**src/rtl/mdu_sched_pkg.sv**
```systemverilog
// Shared types for the MDU issue scheduler: opcodes, result payload, divider FSM states.
package mdu_sched_pkg;

  localparam int unsigned WORD_W = 32;
  localparam int unsigned ROB_W  = 6;

  typedef logic [WORD_W-1:0] word_t;
  typedef logic [ROB_W-1:0]  rob_id_t;

  typedef enum logic [2:0] {
    OP_MUL   = 3'd0,
    OP_MULH  = 3'd1,
    OP_MULHU = 3'd2,
    OP_DIV   = 3'd3,
    OP_DIVU  = 3'd4,
    OP_MOD   = 3'd5,
    OP_MODU  = 3'd6
  } mdu_op_t;

  typedef enum logic [1:0] {
    DIV_IDLE = 2'd0,
    DIV_BUSY = 2'd1,
    DIV_HOLD = 2'd2
  } div_state_t;

  typedef struct packed {
    word_t   data;
    rob_id_t rob_id;
  } mdu_res_t;

  // Ops that must go to the iterative divider.
  function automatic logic is_div(input mdu_op_t op);
    return (op == OP_DIV) || (op == OP_DIVU) || (op == OP_MOD) || (op == OP_MODU);
  endfunction

endpackage

```
**src/rtl/mdu_res_fifo.sv**
```systemverilog
// Circular result FIFO, one push and one pop per cycle, with occupancy count.
module mdu_res_fifo
  import mdu_sched_pkg::*;
#(
  parameter int unsigned DEPTH = 4
) (
  input  logic                   clk,
  input  logic                   rst_n,
  input  logic                   flush,
  input  logic                   push,
  input  mdu_res_t               push_data,
  input  logic                   pop,
  output mdu_res_t               head,
  output logic [$clog2(DEPTH):0] count
);

  localparam int unsigned PTR_W = $clog2(DEPTH);
  localparam int unsigned CNT_W = $clog2(DEPTH) + 1;

  mdu_res_t         mem [DEPTH];
  logic [PTR_W-1:0] wr_ptr;
  logic [PTR_W-1:0] rd_ptr;
  logic             do_pop;
  logic             full;

  assign do_pop = pop && (count != '0);
  assign full   = (count == CNT_W'(DEPTH));
  assign head   = mem[rd_ptr];

  // Pointer and occupancy bookkeeping; flush empties the queue.
  always_ff @(posedge clk or negedge rst_n) begin
    if (!rst_n) begin
      wr_ptr <= '0;
      rd_ptr <= '0;
      count  <= '0;
    end else if (flush) begin
      wr_ptr <= '0;
      rd_ptr <= '0;
      count  <= '0;
    end else begin
      if (push) begin
        wr_ptr <= wr_ptr + PTR_W'(1);
      end
      if (do_pop) begin
        rd_ptr <= rd_ptr + PTR_W'(1);
      end
      count <= count + CNT_W'(push) - CNT_W'(do_pop);
    end
  end

  // Storage array; no reset needed since count gates visibility.
  always_ff @(posedge clk) begin
    if (push && !flush) begin
      mem[wr_ptr] <= push_data;
    end
  end

  // Credits upstream must make a push into a full queue without a pop impossible.
  a_no_overflow: assert property (@(posedge clk) disable iff (!rst_n)
    !(push && !flush && full && !do_pop));

endmodule

```
**src/rtl/mdu_sched.sv**
```systemverilog
// MDU issue controller: steers ops to multiplier/divider, tracks credits, merges results.
module mdu_sched
  import mdu_sched_pkg::*;
#(
  parameter int unsigned MUL_LAT   = 2,
  parameter int unsigned RES_DEPTH = 4,
  parameter int unsigned DATA_W    = WORD_W
) (
  input  logic              clk,
  input  logic              rst_n,
  input  logic              flush,
  input  logic              req_valid_i,
  output logic              req_ready_o,
  input  mdu_op_t           req_op_i,
  input  rob_id_t           req_rob_id_i,
  output mdu_op_t           unit_op_o,
  output logic              mul_valid_o,
  input  logic [DATA_W-1:0] mul_res_i,
  output logic              div_start_o,
  output logic              div_kill_o,
  input  logic              div_done_i,
  input  logic [DATA_W-1:0] div_res_i,
  output logic              res_valid_o,
  input  logic              res_ready_i,
  output logic [DATA_W-1:0] res_data_o,
  output rob_id_t           res_rob_id_o,
  output logic              busy_o
);

  localparam int unsigned CNT_W  = $clog2(RES_DEPTH) + 1;
  localparam int unsigned USED_W = $clog2(RES_DEPTH + MUL_LAT + 2);

  div_state_t                state;
  div_state_t                state_nxt;
  logic [MUL_LAT-1:0]        trk_v;
  rob_id_t [MUL_LAT-1:0]     trk_id;
  rob_id_t                   div_rob;
  word_t                     hold_data;
  logic [CNT_W-1:0]          fifo_cnt;
  logic [USED_W-1:0]         mul_inflight;
  logic [USED_W-1:0]         used;
  logic                      credit_ok;
  logic                      req_is_div;
  logic                      accept;
  logic                      mul_cpl;
  logic                      hold_cap;
  logic                      push;
  logic                      pop;
  mdu_res_t                  push_data;
  mdu_res_t                  head;

  // Credit accounting: everything that will eventually occupy a FIFO slot.
  always_comb begin
    mul_inflight = '0;
    for (int i = 0; i < MUL_LAT; i++) begin
      mul_inflight = mul_inflight + USED_W'(trk_v[i]);
    end
    used = USED_W'(fifo_cnt) + mul_inflight + USED_W'(state != DIV_IDLE);
  end

  assign credit_ok  = (used < USED_W'(RES_DEPTH));
  assign req_is_div = is_div(req_op_i);

  // Divider needs an idle FSM; multiplier only blocked while a div result is parked.
  assign req_ready_o = rst_n && credit_ok && !flush &&
                       (req_is_div ? (state == DIV_IDLE) : (state != DIV_HOLD));
  assign accept      = req_valid_i && req_ready_o;
  assign mul_valid_o = accept && !req_is_div;
  assign unit_op_o   = req_op_i;
  assign mul_cpl     = trk_v[MUL_LAT-1];

  // Multiplier in-flight tracker, one stage per cycle of latency.
  always_ff @(posedge clk or negedge rst_n) begin
    if (!rst_n) begin
      trk_v  <= '0;
      trk_id <= '0;
    end else if (flush) begin
      trk_v  <= '0;
    end else begin
      trk_v[0]  <= mul_valid_o;
      trk_id[0] <= req_rob_id_i;
      for (int i = 1; i < MUL_LAT; i++) begin
        trk_v[i]  <= trk_v[i-1];
        trk_id[i] <= trk_id[i-1];
      end
    end
  end

  // Divider FSM state register.
  always_ff @(posedge clk or negedge rst_n) begin
    if (!rst_n) begin
      state <= DIV_IDLE;
    end else begin
      state <= state_nxt;
    end
  end

  // Divider FSM next state; a mul completion forces a collided div result into HOLD.
  always_comb begin
    state_nxt = state;
    case (state)
      DIV_IDLE: if (accept && req_is_div) state_nxt = DIV_BUSY;
      DIV_BUSY: if (div_done_i) state_nxt = mul_cpl ? DIV_HOLD : DIV_IDLE;
      DIV_HOLD: if (!mul_cpl) state_nxt = DIV_IDLE;
      default:  state_nxt = DIV_IDLE;
    endcase
    if (flush) begin
      state_nxt = DIV_IDLE;
    end
  end

  // Divider FSM outputs and FIFO write-port arbitration (mul completion has priority).
  always_comb begin
    div_start_o = 1'b0;
    div_kill_o  = 1'b0;
    hold_cap    = 1'b0;
    push        = 1'b0;
    push_data   = '0;
    div_start_o = accept && req_is_div;
    div_kill_o  = flush && (state != DIV_IDLE);
    hold_cap    = (state == DIV_BUSY) && div_done_i && mul_cpl;
    if (mul_cpl) begin
      push      = 1'b1;
      push_data = '{data: word_t'(mul_res_i), rob_id: trk_id[MUL_LAT-1]};
    end else if ((state == DIV_BUSY) && div_done_i) begin
      push      = 1'b1;
      push_data = '{data: word_t'(div_res_i), rob_id: div_rob};
    end else if (state == DIV_HOLD) begin
      push      = 1'b1;
      push_data = '{data: hold_data, rob_id: div_rob};
    end
  end

  // Divider destination id and parked result.
  always_ff @(posedge clk or negedge rst_n) begin
    if (!rst_n) begin
      div_rob   <= '0;
      hold_data <= '0;
    end else if (flush) begin
      hold_data <= '0;
    end else begin
      if (div_start_o) begin
        div_rob <= req_rob_id_i;
      end
      if (hold_cap) begin
        hold_data <= word_t'(div_res_i);
      end
    end
  end

  mdu_res_fifo #(
    .DEPTH (RES_DEPTH)
  ) u_res_fifo (
    .clk       (clk),
    .rst_n     (rst_n),
    .flush     (flush),
    .push      (push),
    .push_data (push_data),
    .pop       (pop),
    .head      (head),
    .count     (fifo_cnt)
  );

  assign res_valid_o  = (fifo_cnt != '0);
  assign pop          = res_valid_o && res_ready_i;
  assign res_data_o   = DATA_W'(head.data);
  assign res_rob_id_o = head.rob_id;
  assign busy_o       = (used != '0);

  // A parked div result must never see a new multiplier launch.
  a_hold_blocks_mul: assert property (@(posedge clk) disable iff (!rst_n)
    !((state == DIV_HOLD) && mul_valid_o));

endmodule

```
**config.mk**
```make
export PLATFORM = sky130hd
export DESIGN_NAME = mdu_sched
export DESIGN_NICKNAME = d
export VERILOG_FILES = /design/src/rtl/mdu_sched_pkg.sv /design/src/rtl/mdu_res_fifo.sv /design/src/rtl/mdu_sched.sv
export SDC_FILE = /design/constraint.sdc
export NUM_CORES = 1
export LEC_CHECK = 0
export BUFFER_PORTS_ARGS = -buffer_cell sky130_fd_sc_hd__clkbuf_2
export CORE_MARGIN = 3
export CORE_UTILIZATION = 55
export DETAILED_ROUTE_END_ITERATION = 10
export PLACE_DENSITY = 0.77
export SLEW_MARGIN = 20
export SYNTH_ARGS = -nofsm -noshare
export SYNTH_HDL_FRONTEND = slang
export SYNTH_HIERARCHICAL = 1
export SYNTH_SLANG_ARGS = --single-unit
```
**constraint.sdc**
```tcl
create_clock -name clk -period 3.38 [get_ports clk]
set_input_delay 0.338 -clock clk [delete_from_list [all_inputs] [get_ports clk]]
set_output_delay 0.338 -clock clk [all_outputs]
set_load 0.05 [all_outputs]
```
==> results.md, run 1 <==
* First-pass GRT wire length at 30700 um
* Vias in the first global route at 5688
* Arrival time worst endpoint at 3120 ps
* H-Tree Level Count at 1
* Final period utilization at 102%
* Initial antenna violation count at 0
* Crit path required time at 3040 ps
* Core Footprint at 15500 um2
* CP Class: flop to output pin
* Async S/R FF share, synth at 28.6%
* Sequential cell area fraction in the yosys report at 68.2%
* Via count at 5499
* Post-layout minimum cycle time at 3460 ps
* Wirelength per Cell at 21.0 um
* Worst setup margin at -75.3 ps
* NumNets Final at 806
* Synth Area in Simple Gates at 6.93%
* Post-synth top flop: edfxtp_1
* Int Power at 4.33 mW
* Maximum fanout along the worst path at 2
* Max Fclk at 289 MHz
* Net count after synthesis at 677
* CTS Sinks at 213
* Switching power share of the total at 20.2%
* Post-synthesis register bit count at 213
* Die width at 133 um
* Chip height at 133 um
* Row count at 45
* IO Pins at 126
* DRC at 0
* Slew headroom at 33.8%
* # setup viols final at 2
* Port buffer count at 125
* Pin count of the biggest net entering global routing at 81
* Core Util, Final at 67.6%
* Slew @ Worst Pin at 993 ps
* Clock network power share at 42.4%
* TritonCTS clock tree: built
* Routed vias/inst at 5.83
* Share of layout cells above drive strength 1 at 34.8%
* Grt ovf at 0
* Worst hold path type: primary input to async pin
* Clock skew at 7.52 ps
* Initial DRC Count at 434
* PwrDens at 517 nW/um2
* CTS buffer count at 22
* Slew Limit Fails at 0
* Ys Warns at 6
* Fin. Hold Viols at 0
* Post-Synth XOR/XNOR Area at 0.546%
* P_leak at 4.14 nW
* Largest family of logic cells by synthesized area: multiplexers
* RSZ-0062 raised after global routing: true
* Synth Instances at 588
* GRT Total Usage at 22.2%
* Clk pin slew, worst setup/hold paths at 60 ps
* Cts hold-fix bufs at 0
* Adder-Cell Fraction of Synth Area at 1.65%
* Status: complete, but fails checks
* Mean post-synth cell area at 15.2 um2
* Clk Latency, worst-skew pair at 480 ps
* Ant diodes at 0
* Final cell count without fillers at 944
* Post-Syn Area at 8930 um2
* Worst VDD drop at 0.000333 V
* Max-cap viol count at 0
* Worst Setup End Kind: output pin
* RD Place Congestion at 0.790
* Synth area leaders: edfxtp_1 51%, dfrtp_1 17%, mux4_2 9.6%
* Power share of the sequential group at 52.8%
* Power share of the combinational group at 4.9%
* CTS root buffer: clkbuf_16
* Share of the synthesized area in the top cell type at 51.1%
* Die ar. at 17800 um2
* Mux contribution to synthesized area at 12.5%
* Detailed placement HPWL at 12200 um
* Initial DRT Pass Iterations at 5
* Compound-Gate Fraction of Synth Area at 6.95%
* WL final at 19800 um
* Startpoint types: flop
* R2R Setup Slk at 350 ps
* Cell taking the most area after synthesis: edfxtp_1
* Failing checks: setup timing
* Clock tree buffer depth at 3
* Initial core utilization at 57.5%
* EDFF count, synth at 152
* Layout area overhead at 17.5%
* Post-route antenna net violation count at 0
* Sw Pwr at 1.10 mW
* Fillers at 1086
* Dpl cells at 900
* Post-synthesis cell type count at 40
==> stage by stage <==
stage | area (um2) | power (mW) | setup WS [ps] | hold slack [ps] | TNS (ps)
6_report | 10500 | 5.43 | -75.3 | 57.0 | -85.3
5_1_grt | 10500 | 5.60 | -179 | 82.2 | -296
4_1_cts | 10500 | 5.47 | -100 | 70.2 | -100
3_5_place_dp | 9720 | 3.17 | 43.0 | 495 | 0
3_3_place_gp | 9720 | 3.16 | 167 | 477 | 0
2_1_floorplan | 8930 | 3.06 | 125 | 42.4 | 0
==> cells in the final DEF (no fill, tap or decap), drive strengths merged, types with 2 or more instances in the layout <==
cell type / Yosys / final
edfxtp: 152 / 152
dfrtp: 61 / 61
clkbuf: 25 / 154
fa: 3 / 3
clkinv: 0 / 5
a22oi: 32 / 32
nand2: 110 / 110
o21ai: 38 / 38
nor2b: 6 / 6
nand2b: 2 / 2
ha: 7 / 7
mux2: 20 / 20
a21oi: 33 / 33
nor2: 8 / 8
buf: 18 / 27
mux4: 38 / 38
and2: 7 / 7
xnor2: 2 / 2
and3b: 2 / 2
or3: 2 / 2
inv: 9 / 9
==> worst max-delay path, stage by stage (launching register included) <==
cell     delay [ps]
dfrtp_1         380
or2_4           260
fa_1            530
ha_1            150
inv_1            50
fa_2            350
xor2_2          160
nand4_1         140
or3b_4          400
inv_2            70
buf_8           140
==> final timing paths <==
check / start / endpoint / cells after the start
max: state[1] / div_start_o / 10
min: rst_n / trk_id[0] / 2
max reg2reg: state[1] / div_rob[0] / 10
min reg2reg: trk_id[1] / trk_id[1] / 1
max in group asynchronous: rst_n / u_res_fifo/rd_ptr[1] / 2
min in group clk: div_res_i[18] / hold_data[18] / 3
==> cell families after synthesis <==
kind of cell,Yosys count
flip-flops,213
AND/OR/NAND/NOR,144
AO/OA/AOI/OAI,106
multiplexers,59
buffers and inverters,52
adder cells (fa/ha/maj),10
XOR/XNOR,4
==> power by group through the flow <==
stage	registers, mW	clock network (mW)	logic (mW)
after global routing	2.87	2.44	0.286
final	2.87	2.30	0.264
after global placement	2.91	0	0.245
after detailed placement	2.92	0	0.256
after floorplan	2.90	0	0.154
after CTS	2.87	2.34	0.263
==> synthesized netlist by cell type, types with 2 or more instances <==
| library cell | n |
|---|---|
| and3b_1 | 2 |
| buf_12 | 3 |
| ha_1 | 7 |
| buf_2 | 8 |
| nor2_1 | 8 |
| nand2_1 | 110 |
| fa_1 | 3 |
| mux4_2 | 38 |
| buf_6 | 2 |
| a21oi_1 | 33 |
| dfrtp_1 | 61 |
| nand2b_1 | 2 |
| o21ai_0 | 38 |
| a22oi_1 | 32 |
| xnor2_1 | 2 |
| nor2b_1 | 6 |
| mux2_2 | 14 |
| and2_1 | 7 |
| mux2_4 | 6 |
| clkbuf_1 | 25 |
| buf_4 | 3 |
| inv_1 | 9 |
| edfxtp_1 | 152 |
==> flip-flops by register name (all words and copies together), names as in the netlist <==
register           cells
u_res_fifo/rd_ptr      2
trk_id                12
state                  2
hold_data             32
u_res_fifo/mem       152
u_res_fifo/wr_ptr      2
trk_v                  2
div_rob                6
u_res_fifo/count       3
==> cell type report <==
| class | count | area (um2) | area share, % |
|---|---|---|---|
| timing repair buffer | 148 | 821 | 7.82 |
| multi-input combinational | 323 | 2590 | 24.6 |
| inverter | 9 | 33.8 | 0.322 |
| sequential | 213 | 6090 | 58.1 |
| clock buffer | 33 | 638 | 6.08 |
| clock inverter | 7 | 61.3 | 0.584 |
| tap | 211 | 264 | 2.51 |
==> metal layers <==
layer	share of wire, %	wire (um)	vias to the layer above	GRT usage (%)
li1	-	-	2445	-
met1	39	7840	2788	28.9
met2	53	10500	232	39.3
met3	5.3	1060	34	3.06
met4	2.1	415	0	6.80
met5	0	0	-	0
==> repair_timing <==
item                                    CTS  global route
gates resized for setup                   8             8
endpoints found under the setup margin    3             3
buffers inserted                          4             0
pin swaps                                 4             2
(Power assumes the default switching activity.)
==> run 2, diff against run 1 <==
--- a/config.mk
+++ b/config.mk
@@ -9,6 +9,7 @@
 export CORE_MARGIN = 3
 export CORE_UTILIZATION = 55
 export DETAILED_ROUTE_END_ITERATION = 10
+export GPL_TIMING_DRIVEN = 0
 export PLACE_DENSITY = 0.77
 export SLEW_MARGIN = 20
 export SYNTH_ARGS = -nofsm -noshare
==> constraint.sdc (replaced) <==
create_clock -name clk -period 3.9 [get_ports clk]
set_input_delay 0.39 -clock clk [delete_from_list [all_inputs] [get_ports clk]]
set_output_delay 0.39 -clock clk [all_outputs]
set_load 0.05 [all_outputs]
==> results.md, run 2 (same netlist as run 1, synthesis figures left out) <==
* Layout area overhead at 20.1%
* CP cell instances: or2_2 > fa_1 > ha_1 > inv_1 > fa_2 > xor2_2 > nand4_1 > or3b_1 > buf_6 > inv_1 > buf_8
* Worst VDD drop at 0.000282 V
* Core Footprint at 15500 um2
* Power share of the combinational group at 5.1%
* Slew headroom at 59.1%
* Startpoint types: flop
* Pin count of the biggest net entering global routing at 52
* Crit path required time at 3510 ps
* RD Place Congestion at 0.800
* Most frequent cell on the critical path: inv_1
* Detailed placement HPWL at 13500 um
* Grt ovf at 0
* Reg2reg end: div_rob[1]
* Critical path origin: state[1]
* Chip height at 133 um
* Worst setup path endpoint: div_start_o
* Wirelength per Cell at 20.5 um
* NumNets Final at 839
* Sw Pwr at 1.00 mW
* Clk pin slew, worst setup/hold paths at 60 ps
* Initial DRC Count at 492
* Initial core utilization at 57.5%
* Worst hold margin at 129 ps
* Clk Latency, worst-skew pair at 500 ps
* Arrival time worst endpoint at 3420 ps
* Via count at 5599
* Routed vias/inst at 5.73
* Top Registers: u_res_fifo/mem x152, hold_data x32, trk_id x12
* Commonest non-fill, non-tap cell in the layout: edfxtp_1
* Peak per-stage delay on the critical path at 510 ps
* Reg with most FFs: u_res_fifo/mem
* Die ar. at 17800 um2
* Die width at 133 um
* Int Power at 3.74 mW
* R2R Setup Slk at 640 ps
* CP max-delay cell: fa_1
* CP Class: flop to output pin
* Initial DRT Pass Iterations at 5
* Port buffer count at 125
* H-Tree Level Count at 1
* Worst Setup End Kind: output pin
* Vias in the first global route at 6018
* Clock skew at 21.1 ps
* Initial antenna violation count at 0
* Clock tree buffer depth at 3
* Max Fclk at 262 MHz
* TritonCTS clock tree: built
* Clock network power share at 42.5%
* Slew Limit Fails at 0
* Largest register FFs at 152
* Setup TNS at 0 ps
* Status: finished clean
* First-pass GRT wire length at 31600 um
* IO Pins at 126
* PwrDens at 442 nW/um2
* Share of layout cells above drive strength 1 at 33.4%
* Switching power share of the total at 21.1%
* Max-cap viol count at 0
* Final Instance Area at 10700 um2
* CTS buffer count at 22
* RR Startpoint: state[1]
* # setup viols final at 0
* Worst setup margin at 90.3 ps
* DP Worst Slack at 318 ps
* Most frequent cells in the layout: 152 x edfxtp_1, 123 x clkbuf_2, 110 x nand2_1
* Post-DP Area at 9940 um2
* Post-layout minimum cycle time at 3810 ps
* Slew @ Worst Pin at 614 ps
* Final period utilization at 97.7%
* WL final at 20000 um
* Worst reg2reg path depth at 11
* Row count at 45
* Worst hold path type: primary input to flop
* Fin. Hold Viols at 0
* Power share of the sequential group at 52.4%
* GRT Total Usage at 22.7%
* CTS Sinks at 213
* Ant diodes at 0
* DRC at 0
* P_leak at 4.23 nW
* Post-route antenna net violation count at 0
* Maximum fanout along the worst path at 5
* CTS root buffer: clkbuf_16
==> run 2: cell types whose count changed in the layout (fill, tap and decap cells not counted), sizes merged <==
cell / previous run / this run
clkinvlp: 1 / 4
dlygate4sd3: 0 / 1
buf: 27 / 31
clkbuf: 154 / 178
inv: 9 / 10
==> run 2: stage by stage <==
| stage | instances | utilization [%] | power (mW) |
|---|---|---|---|
| 3_3_place_gp | 924 | 63.2 | 2.74 |
| 2_1_floorplan | 588 | - | 2.65 |
| 5_1_grt | 977 | 69.0 | 4.89 |
| 3_5_place_dp | 929 | 63.9 | 2.76 |
| 6_report | 977 | 69.0 | 4.74 |
| 4_1_cts | 973 | 68.8 | 4.77 |
==> run 2: timing repair <==
action                     in CTS  in global routing
hold buffers                    1                  0
pin swaps                       1                  3
resized for setup               4                  1
setup endpoints to repair       1                  1
hold endpoints to repair       11                  0
buffers inserted                3                  4
==> run 2: critical path, delay by kind of cell (launching register included) <==
family,cells,cell delay (ps)
AND/OR/NAND/NOR,3,910
buffers and inverters,4,440
adder cells (fa/ha/maj),3,1020
XOR/XNOR,1,190
flip-flops,1,390
==> run 2: power groups by stage <==
stage	registers, mW	logic (mW)	clock network (mW)
floorplan	2.52	0.134	0
global placement	2.52	0.222	0
finish	2.48	0.243	2.01
global route	2.48	0.261	2.14
detailed placement	2.53	0.237	0
CTS	2.48	0.242	2.04
==> run 2: worst min-delay path by stage <==
stage	to	start	slack [ps]	cells past startpoint
finish	hold_data[10]	div_res_i[10]	130	3
global route	div_rob[5]	req_rob_id_i[5]	130	2
CTS	hold_data[27]	div_res_i[27]	120	3
detailed placement	div_rob[1]	rst_n	280	1
global placement	state[0]	state[1]	480	1
floorplan	div_rob[0]	rst_n	90	0
==> run 2: final cells by class <==
cell class | count | area (um2)
Clock inverter | 11 | 96.3
Buffer | 43 | 258
Multi-Input combinational cell | 323 | 2560
Clock buffer | 29 | 608
Inverter | 9 | 33.8
Fill cell | 1090 | 4820
Sequential cell | 213 | 6090
Tap cell | 211 | 264
Timing Repair Buffer | 138 | 808
==> run 2: metal layers <==
layer | share of wire (%) | GRT usage [%] | vias up
met5 | 0 | 0 | -
met4 | 2.1 | 6.86 | 0
met3 | 7.0 | 3.44 | 31
met2 | 52 | 39.4 | 239
met1 | 38 | 30.0 | 2817
li1 | - | - | 2512
==> run 3, diff against run 2 <==
==> constraint.sdc (replaced) <==
create_clock -name clk -period 3.9 [get_ports clk]
set_input_delay 0 -clock clk [delete_from_list [all_inputs] [get_ports clk]]
set_output_delay 0 -clock clk [all_outputs]
set_load 0.05 [all_outputs]
==> results.md, run 3 (same netlist as run 1, synthesis figures left out) <==
* Status: finished clean
* Clk pin slew, worst setup/hold paths at 60 ps
* Fillers at 976
* Slew headroom at 58.6%
* Die width at 133 um
* Multi-input logic area at 2560 um2
* Switching power share of the total at 21.2%
* Grt ovf at 0
* CTS Sinks at 213
* Initial antenna violation count at 0
* P_leak at 4.51 nW
* Row count at 45
* Worst Setup End Kind: output pin
* Final period utilization at 94.7%
* First-pass GRT wire length at 34300 um
* Slew Limit Fails at 0
* Clk Latency, worst-skew pair at 500 ps
* Detailed placement HPWL at 13500 um
* Int Power at 3.78 mW
* Clock tree buffer depth at 3
* Arrival time worst endpoint at 3690 ps
* RSZ-0062 raised after global routing: false
* Worst VDD drop at 0.000293 V
* Maximum fanout along the worst path at 8
* Max Fclk at 271 MHz
* Commonest non-fill, non-tap cell in the layout: edfxtp_1
* NumNets Final at 907
* Power share of the sequential group at 51.7%
* Vias in the first global route at 6403
* WP buf/inv at 4
* Delay-heaviest family, CP: adder cells
* Ant diodes at 0
* Reg with most FFs: u_res_fifo/mem
* CTS root buffer: clkbuf_16
* Storage element area at 6090 um2
* Final cell count without fillers at 1045
* Startpoint types: flop
* IO Pins at 126
* DRC at 0
* Slew @ Worst Pin at 621 ps
* Largest register FFs at 152
* Setup TNS at 0 ps
* Layout area overhead at 27.7%
* Overall Power at 4.80 mW
* WL final at 21800 um
* # setup viols final at 0
* CP Class: flop to output pin
* Die ar. at 17800 um2
* Share of layout cells above drive strength 1 at 29.7%
* Clock network power share at 42.0%
* CP max-delay cell: fa_1
* Power share of the combinational group at 6.3%
* H-Tree Level Count at 1
* Dpl cells at 929
* Top Registers: u_res_fifo/mem x152, hold_data x32, trk_id x12
* CP cell instances: or2_2 > fa_1 > ha_1 > inv_1 > fa_1 > xor2_2 > nand4_1 > or3b_1 > buf_6 > inv_1 > clkbuf_2
* Crit path required time at 3900 ps
* Initial DRC Count at 665
* Peak per-stage delay on the critical path at 510 ps
* Initial DRT Pass Iterations at 6
* Max-cap viol count at 0
* TritonCTS clock tree: built
* GRT Total Usage at 24.6%
* Worst hold path type: primary input to flop
* CTS buffer count at 22
* PwrDens at 421 nW/um2
* Pin count of the biggest net entering global routing at 52
* Initial core utilization at 57.5%
* Clock skew at 22.6 ps
* Port buffer count at 125
* Chip height at 133 um
* Via count at 6024
* Fin. Hold Viols at 0
* Worst hold margin at 35.0 ps
* Wirelength per Cell at 20.9 um
* Most frequent cells in the layout: 152 x edfxtp_1, 124 x clkbuf_2, 110 x nand2_1
* RD Place Congestion at 0.800
* Core Footprint at 15500 um2
* Post-layout minimum cycle time at 3690 ps
* Post-route antenna net violation count at 0
* Routed vias/inst at 5.76
* Sw Pwr at 1.02 mW
* Core Util, Final at 73.4%
==> run 3: cell count changes in the layout (fill, tap and decap cells not counted), sizes merged <==
cell / before / now
buf: 31 / 23
clkbuf: 178 / 179
dlygate4sd3: 1 / 76
==> run 3: layer usage <==
layer,vias up,global-route usage (%),part of all wire [%]
met5,-,0,0
met4,0,8.97,3.4
met3,70,3.63,8.2
met2,355,42.3,52
met1,2949,32.1,37
li1,2650,-,-
==> run 3: layout make-up <==
class / instances / area share [%]
Sequential cell: 213 / 53.4
Multi-Input combinational cell: 323 / 22.5
Timing Repair Buffer: 206 / 13.1
Clock buffer: 29 / 5.33
Tap cell: 211 / 2.31
Buffer: 43 / 2.26
Clock inverter: 11 / 0.844
Inverter: 9 / 0.296
==> run 3: power by group through the flow <==
stage	combinational (mW)	sequential, mW	clock (mW)
floorplan	0.134	2.52	0
global placement	0.222	2.52	0
detailed placement	0.237	2.53	0
CTS	0.298	2.48	2.04
global route	0.321	2.48	2.14
finish	0.301	2.48	2.02
==> run 3: path summary, 6_finish.rpt <==
path / cells past startpoint / startpoint / end / slack (ps)
setup / recovery: 11 / state[0] / div_start_o / 210
hold / removal: 4 / res_ready_i / u_res_fifo/rd_ptr[1] / 30
setup reg to reg: 10 / state[0] / div_rob[1] / 610
hold reg to reg: 1 / state[1] / state[0] / 470
max in group asynchronous: 3 / rst_n / div_rob[3] / 2960
min in group asynchronous: 3 / rst_n / trk_id[10] / 40
==> run 3: metrics by stage <==
stage	worst slack [ps]	cell area, um2
finish	208	11400
global route	42.6	11400
CTS	163	11400
detailed placement	599	9940
global placement	535	9820
floorplan	889	8930
==> run 3: timing repair <==
item                                    4_1_cts  5_1_grt
hold buffers                                 76        0
gates resized for setup                       0        1
endpoints found under the setup margin        0        1
setup buffers                                 0        0
hold endpoints to repair                    235        0
==> run 3: worst reg2reg max path, stage by stage (launching register included) <==
cell	delay, ps
dfrtp_1	440
or2_2	320
fa_1	510
ha_1	160
inv_1	60
fa_1	430
xor2_2	210
nand4_1	180
or3b_1	390
buf_6	160
mux2_4	300
